[src/rtl/joy_dir_filter_if.sv]
// joy_dir_filter_if: config and direction bundle for joy_dir_filter.
// master drives mode/rotate/indir; slave returns outdir/changed.
interface joy_dir_filter_if #(
  parameter int PLAYERS = 2
) ();
  logic [1:0]           mode;
  logic [1:0]           rotate;
  logic [4*PLAYERS-1:0] indir;
  logic [4*PLAYERS-1:0] outdir;
  logic [PLAYERS-1:0]   changed;

  modport master (
    output mode,
    output rotate,
    output indir,
    input  outdir,
    input  changed
  );

  modport slave (
    input  mode,
    input  rotate,
    input  indir,
    output outdir,
    output changed
  );
endinterface

[src/rtl/joy_dir_filter.sv]
// joy_dir_filter: per-player debounce, rotate, 8/4/2-way restrict.
// Ports: clk, reset_n (async low), bus (slave: mode/rotate/indir in, outdir/changed out).
module joy_dir_filter #(
  parameter int PLAYERS   = 2,
  parameter int DB_W      = 4,
  parameter int DB_CYCLES = 8
) (
  input logic             clk,
  input logic             reset_n,
  joy_dir_filter_if.slave bus
);

  localparam int N = 4 * PLAYERS;

  localparam logic [0:0] ST_IDLE = 1'b0;
  localparam logic [0:0] ST_HOLD = 1'b1;

  logic [N-1:0]       s_in;
  logic [N-1:0]       db;
  logic [1:0]         mode_q;
  logic [1:0]         rot_q;
  logic               cfg_chg;
  logic [N-1:0]       out_all;
  logic [PLAYERS-1:0] chg_all;

  // {U,D,L,R}; rotation is clockwise in quarter turns
  function automatic logic [3:0] rot4(
    input logic [3:0] x,
    input logic [1:0] r
  );
    logic [3:0] y;
    y = x;
    unique case (r)
      2'd0: y = x;
      2'd1: y = {x[1], x[0], x[2], x[3]};
      2'd2: y = {x[2], x[3], x[0], x[1]};
      2'd3: y = {x[0], x[1], x[3], x[2]};
    endcase
    return y;
  endfunction

  function automatic logic [3:0] cancel(
    input logic [3:0] x
  );
    logic [3:0] y;
    y = x;
    if (x[3] && x[2]) y[3:2] = 2'b00;
    if (x[1] && x[0]) y[1:0] = 2'b00;
    return y;
  endfunction

  // U > D > L > R
  function automatic logic [3:0] pick(
    input logic [3:0] x
  );
    logic [3:0] y;
    y = 4'b0000;
    if (x[3])      y = 4'b1000;
    else if (x[2]) y = 4'b0100;
    else if (x[1]) y = 4'b0010;
    else if (x[0]) y = 4'b0001;
    return y;
  endfunction

  assign cfg_chg = (bus.mode != mode_q)
                 || (bus.rotate != rot_q);

  always_ff @(posedge clk or negedge reset_n) begin
    if (!reset_n) begin
      s_in   <= '0;
      mode_q <= 2'd0;
      rot_q  <= 2'd0;
    end else begin
      s_in   <= bus.indir;
      mode_q <= bus.mode;
      rot_q  <= bus.rotate;
    end
  end

  if (DB_CYCLES == 0) begin : g_nodb
    assign db = s_in;
  end else begin : g_db
    localparam logic [DB_W-1:0] DB_LIM = DB_W'(DB_CYCLES);
    localparam logic [DB_W-1:0] ONE    = DB_W'(1);

    logic [DB_W-1:0] cnt [N];
    logic [N-1:0]    db_q;

    always_ff @(posedge clk or negedge reset_n) begin
      if (!reset_n) begin
        db_q <= '0;
        for (int i = 0; i < N; i++) cnt[i] <= '0;
      end else begin
        for (int i = 0; i < N; i++) begin
          if (s_in[i] == db_q[i]) begin
            cnt[i] <= '0;
          end else if (cnt[i] + ONE == DB_LIM) begin
            db_q[i] <= s_in[i];
            cnt[i]  <= '0;
          end else begin
            cnt[i] <= cnt[i] + ONE;
          end
        end
      end
    end

    assign db = db_q;
  end

  for (genvar p = 0; p < PLAYERS; p++) begin : g_pl
    logic [3:0] v;
    logic [3:0] v_prev;
    logic [3:0] nw;
    logic [0:0] st;
    logic [0:0] st_nxt;
    logic [3:0] hd;
    logic [3:0] hd_nxt;
    logic [3:0] out_q;
    logic [3:0] out_nxt;
    logic       chg_q;

    assign v  = cancel(rot4(db[4*p +: 4], bus.rotate));
    assign nw = v & ~v_prev;

    always_comb begin
      st_nxt = st;
      hd_nxt = hd;
      if (st == ST_IDLE || (v & hd) == 4'b0000) begin
        // idle, or the held direction was just released
        if (v != 4'b0000) begin
          st_nxt = ST_HOLD;
          hd_nxt = pick(v);
        end else begin
          st_nxt = ST_IDLE;
          hd_nxt = 4'b0000;
        end
      end else if (bus.mode == 2'd1 && nw != 4'b0000) begin
        hd_nxt = pick(nw);
      end
      if (cfg_chg) begin
        st_nxt = ST_IDLE;
        hd_nxt = 4'b0000;
      end
    end

    always_comb begin
      out_nxt = 4'b0000;
      unique case (bus.mode)
        2'd0: out_nxt = v;
        2'd1,
        2'd2: out_nxt = (st_nxt == ST_HOLD) ? hd_nxt : 4'b0000;
        2'd3: out_nxt = {2'b00, v[1:0]};
      endcase
      if (cfg_chg) out_nxt = 4'b0000;
    end

    always_ff @(posedge clk or negedge reset_n) begin
      if (!reset_n) begin
        st     <= ST_IDLE;
        hd     <= 4'b0000;
        v_prev <= 4'b0000;
        out_q  <= 4'b0000;
        chg_q  <= 1'b0;
      end else begin
        st     <= st_nxt;
        hd     <= hd_nxt;
        v_prev <= cfg_chg ? 4'b0000 : v;
        out_q  <= out_nxt;
        chg_q  <= (out_nxt != out_q);
      end
    end

    assign out_all[4*p +: 4] = out_q;
    assign chg_all[p]        = chg_q;
  end

  assign bus.outdir  = out_all;
  assign bus.changed = chg_all;

endmodule

[src/flat_wrapper.sv]
// flat-port wrapper written by rule: the top's interface ports become plain ports
module joy_dir_filter_flat 
#(
  parameter int PLAYERS   = 2,
  parameter int DB_W      = 4,
  parameter int DB_CYCLES = 8
)
  (clk, reset_n, bus_mode, bus_rotate, bus_indir, bus_outdir, bus_changed);
  joy_dir_filter_if #(.PLAYERS(PLAYERS)) bus_i ();
  input logic clk;
  input logic reset_n;
  input wire logic [$bits(bus_i.mode)-1:0] bus_mode;
  input wire logic [$bits(bus_i.rotate)-1:0] bus_rotate;
  input wire logic [$bits(bus_i.indir)-1:0] bus_indir;
  output wire logic [$bits(bus_i.outdir)-1:0] bus_outdir;
  output wire logic [$bits(bus_i.changed)-1:0] bus_changed;
  assign bus_i.mode = bus_mode;
  assign bus_i.rotate = bus_rotate;
  assign bus_i.indir = bus_indir;
  assign bus_outdir = bus_i.outdir;
  assign bus_changed = bus_i.changed;
  joy_dir_filter #(.PLAYERS(PLAYERS), .DB_W(DB_W), .DB_CYCLES(DB_CYCLES)) u_core (.clk(clk), .reset_n(reset_n), .bus(bus_i));
endmodule
[config.mk]
export PLATFORM = sky130hd
export DESIGN_NAME = joy_dir_filter_flat
export DESIGN_NICKNAME = d
export VERILOG_FILES = /design/src/rtl/joy_dir_filter_if.sv /design/src/rtl/joy_dir_filter.sv /design/src/flat_wrapper.sv
export SDC_FILE = /design/constraint.sdc
export NUM_CORES = 1
export LEC_CHECK = 0
export ABC_AREA = 0
export CORE_MARGIN = 4
export CORE_UTILIZATION = 62
export CTS_BUF_LIST = sky130_fd_sc_hd__clkbuf_4
export CTS_CLUSTER_DIAMETER = 120
export DETAILED_ROUTE_END_ITERATION = 6
export GPL_TIMING_DRIVEN = 0
export PLACE_DENSITY = 0.82
export SLEW_MARGIN = 20
export SYNTH_ARGS = -nofsm -noshare
export SYNTH_HDL_FRONTEND = slang
export SYNTH_SLANG_ARGS = --single-unit
[constraint.sdc]
create_clock -name clk -period 3.04 [get_ports clk]
set_input_delay 0.456 -clock clk [delete_from_list [all_inputs] [get_ports clk]]
set_output_delay 0.456 -clock clk [all_outputs]
set_load 0.005 [all_outputs]
==> reports/results.tsv <==
metric	value	unit
drv_slew	0	
synthDistinctLibCells	56	
dp_hpwl	6.20	mm
area_growth	20.4	%
drive_above_1_share	0.209	
clock_sinks	80	
cts_root_buf	clkbuf_4	
overflow	0	
drtIter0Drc	228	
n_antenna_cell	0	
routed_wirelength	9.47	mm
hold_viol	0	
antenna_found_initial	0	
power.density	415	nW/um^2
fin_nets	526	
yosysTopAreaCell	dfrtp_1	
grt_max_degree	47	
post_drt_wl_per_cell	16.1	microns
power.leakage	2.42	nW
htreeDepth	3	
yosys_warnings	0	
ys_seq_area_frac	0.460	
grt.total_usage	0.235	
worstPathRequired	3.35	ns
vias	3403	
syn_avg_cell_area	10.2	sq um
synthTopCellsByArea	dfrtp_1, ha_1, xor2_1	
postRouteAntennaNets	0	
synth_edf_count	0	
ir_worst_vdd	0.289	mV
cts.clk_slew.worst_paths	0.13	ns
crit_buf_inv	2	
r2r_end	u_core.g_pl[1].chg_q	
cap_violations	0	
fin_crit	2.97	ns
core-area	6790	sq um
cts_tree	built	
rows	30	
grt_pass1_vias	3393	
holdPathStages	1	
ff2ff_path_depth	11	
first_pass_iters	5	
synth_async_sr_flop_share	1.00	
numCtsBuffers	9	
layout_commonest_cell	dfrtp_1	
start_util	0.640	
r2r_slack	0.10	ns
setup.worst_path.start_class	input port	
hold_end	u_core.rot_q[0]	
ios	24	
crit_chain	dlygate4sd2_1, buf_6, mux2_2, or2_2, and2_4, ha_4, nor2b_4, o41ai_4, o21ai_1, a21oi_2, a2bb2oi_1, o221a_2, o2111ai_1	
clk_latency	0.44	ns
worstSetupPathType	input port to flip-flop	
synth-seq-cells	80	
ys.flop_type	dfrtp_1	
r2r_start	u_core.db[5]	
portBuffers	23	
relSlewSlack	0.561	
synth_top_area_frac	0.460	
cp-end-kind	flip-flop	
power	2.17	mW
place_congestion	0.933	
min_period_over_period	0.977	
clockBufferDepth	2	
cpMaxStageDelayCell	o41ai_4	
status	complete, no violations	
drc	0	
viasPerCell	5.79	
netlist_area	4350	sq um
crit_fanout	7	
die_h	91.8	microns
rsz0062_at_grt	true	
syn_nets	466	
crit_family	compound AO/OA/AOI/OAI gates	
fin_setup_tns	0	ns
hold_start	bus_rotate[0]	
grt_pass1_wl	15.8	mm
worstPathArrival	3.28	ns
cp_slowest_stage_delay	0.39	ns
final_cell_mix	dfrtp_1, nor2_1, nand2_1	
max_freq	337	MHz
die_w	91.8	microns
tightest_slew	0.658	ns
min_path_type	input port to flip-flop	
skew	0.00613	ns
die_area	8420	sq um
setup_viol	0	
syn_inst	427	
## cells by family after synthesis
group,Yosys count,share of synthesized area
AOI/OAI and AO/OA,84,0.134
xor gates and xnor gates,36,0.0725
adders and majority gates,25,0.0719
buffers and inverters,30,0.0305
DFF,80,0.460
muxes,20,0.0501
and+or+nand+nor,152,0.181
## where the power goes
| part | switching (mW) | internal [mW] | total, mW |
|---|---|---|---|
| clock | 0.396 | 0.333 | 0.729 |
| combinational | 0.161 | 0.139 | 0.300 |
| sequential | 0.0388 | 1.11 | 1.14 |
| total | 0.596 | 1.58 | 2.17 |
## state kept, by name (all words and copies together) (netlist names)
signal / cells
u_core.g_db.cnt: 32
u_core.db: 8
u_core.g_pl.hd: 8
u_core.g_pl.out_q: 8
u_core.g_pl.v_prev: 8
u_core.s_in: 8
u_core.g_pl.chg_q: 2
u_core.g_pl.st: 2
u_core.mode_q: 2
u_core.rot_q: 2
## cell usage after synthesis, drive strengths merged (9+ instances only)
library cell and n:
xnor2 15, nor2b 12, nand3 9, inv 20, a21oi 19, and2 15
dfrtp 80, and3 9, nand2 31, nor3 11, mux2 14, xor2 21
o21ai 22, nor2 39, ha 25
## routing by layer
| metal | global-route usage | vias to the layer above | part of all wire |
|---|---|---|---|
| met3 | 0.0451 | 21 | 0.042 |
| met5 | 0 | - | 0 |
| met2 | 0.398 | 101 | 0.52 |
| met1 | 0.298 | 1677 | 0.42 |
| met4 | 0.0928 | 0 | 0.018 |
| li1 | - | 1604 | - |
## final cells by class
type	instances	area, sq um
Inverter	20	75.1
Timing Repair Buffer	49	450
Fill cell	455	1560
Tap cell	96	120
Clock inverter	7	95.1
Buffer	10	65.1
Multi-Input combinational cell	317	2360
Sequential cell	80	2000
Clock buffer	9	67.6
## through the flow
stage / instance area (sq um) / utilization / instances / hold slack (ns) / setup WS [ns]
floorplan: 4350 / - / 427 / 0.160 / 0.00353
global placement: 4700 / 0.692 / 546 / 0.486 / -1.26
detailed placement: 4720 / 0.695 / 547 / 0.446 / -1.02
CTS: 5070 / 0.746 / 574 / 0.281 / 0.0238
global route: 5240 / 0.771 / 588 / 0.194 / -0.0245
finish: 5240 / 0.771 / 588 / 0.202 / 0.0685
## worst max-delay path by stage
stage,from,to,slack [ns],cells after the start
detailed placement,bus_rotate[1],u_core.g_pl[1].chg_q,-1.02,13
floorplan,bus_rotate[1],u_core.g_pl[1].chg_q,0.004,12
global placement,reset_n,u_core.g_db.cnt[2],-1.26,1
global route,bus_rotate[1],u_core.g_pl[0].chg_q,-0.02,15
CTS,bus_rotate[0],u_core.g_pl[1].chg_q,0.02,14
finish,bus_rotate[1],u_core.g_pl[1].chg_q,0.07,13
## what timing repair did
action	4_1_cts	5_1_grt
pin swaps	8	12
hold buffers	1	0
gates resized for setup	22	17
endpoints found under the setup margin	10	4
buffers inserted	10	14
endpoints found under the hold margin	34	0
Note: power is estimated with default switching activity, not from simulation.
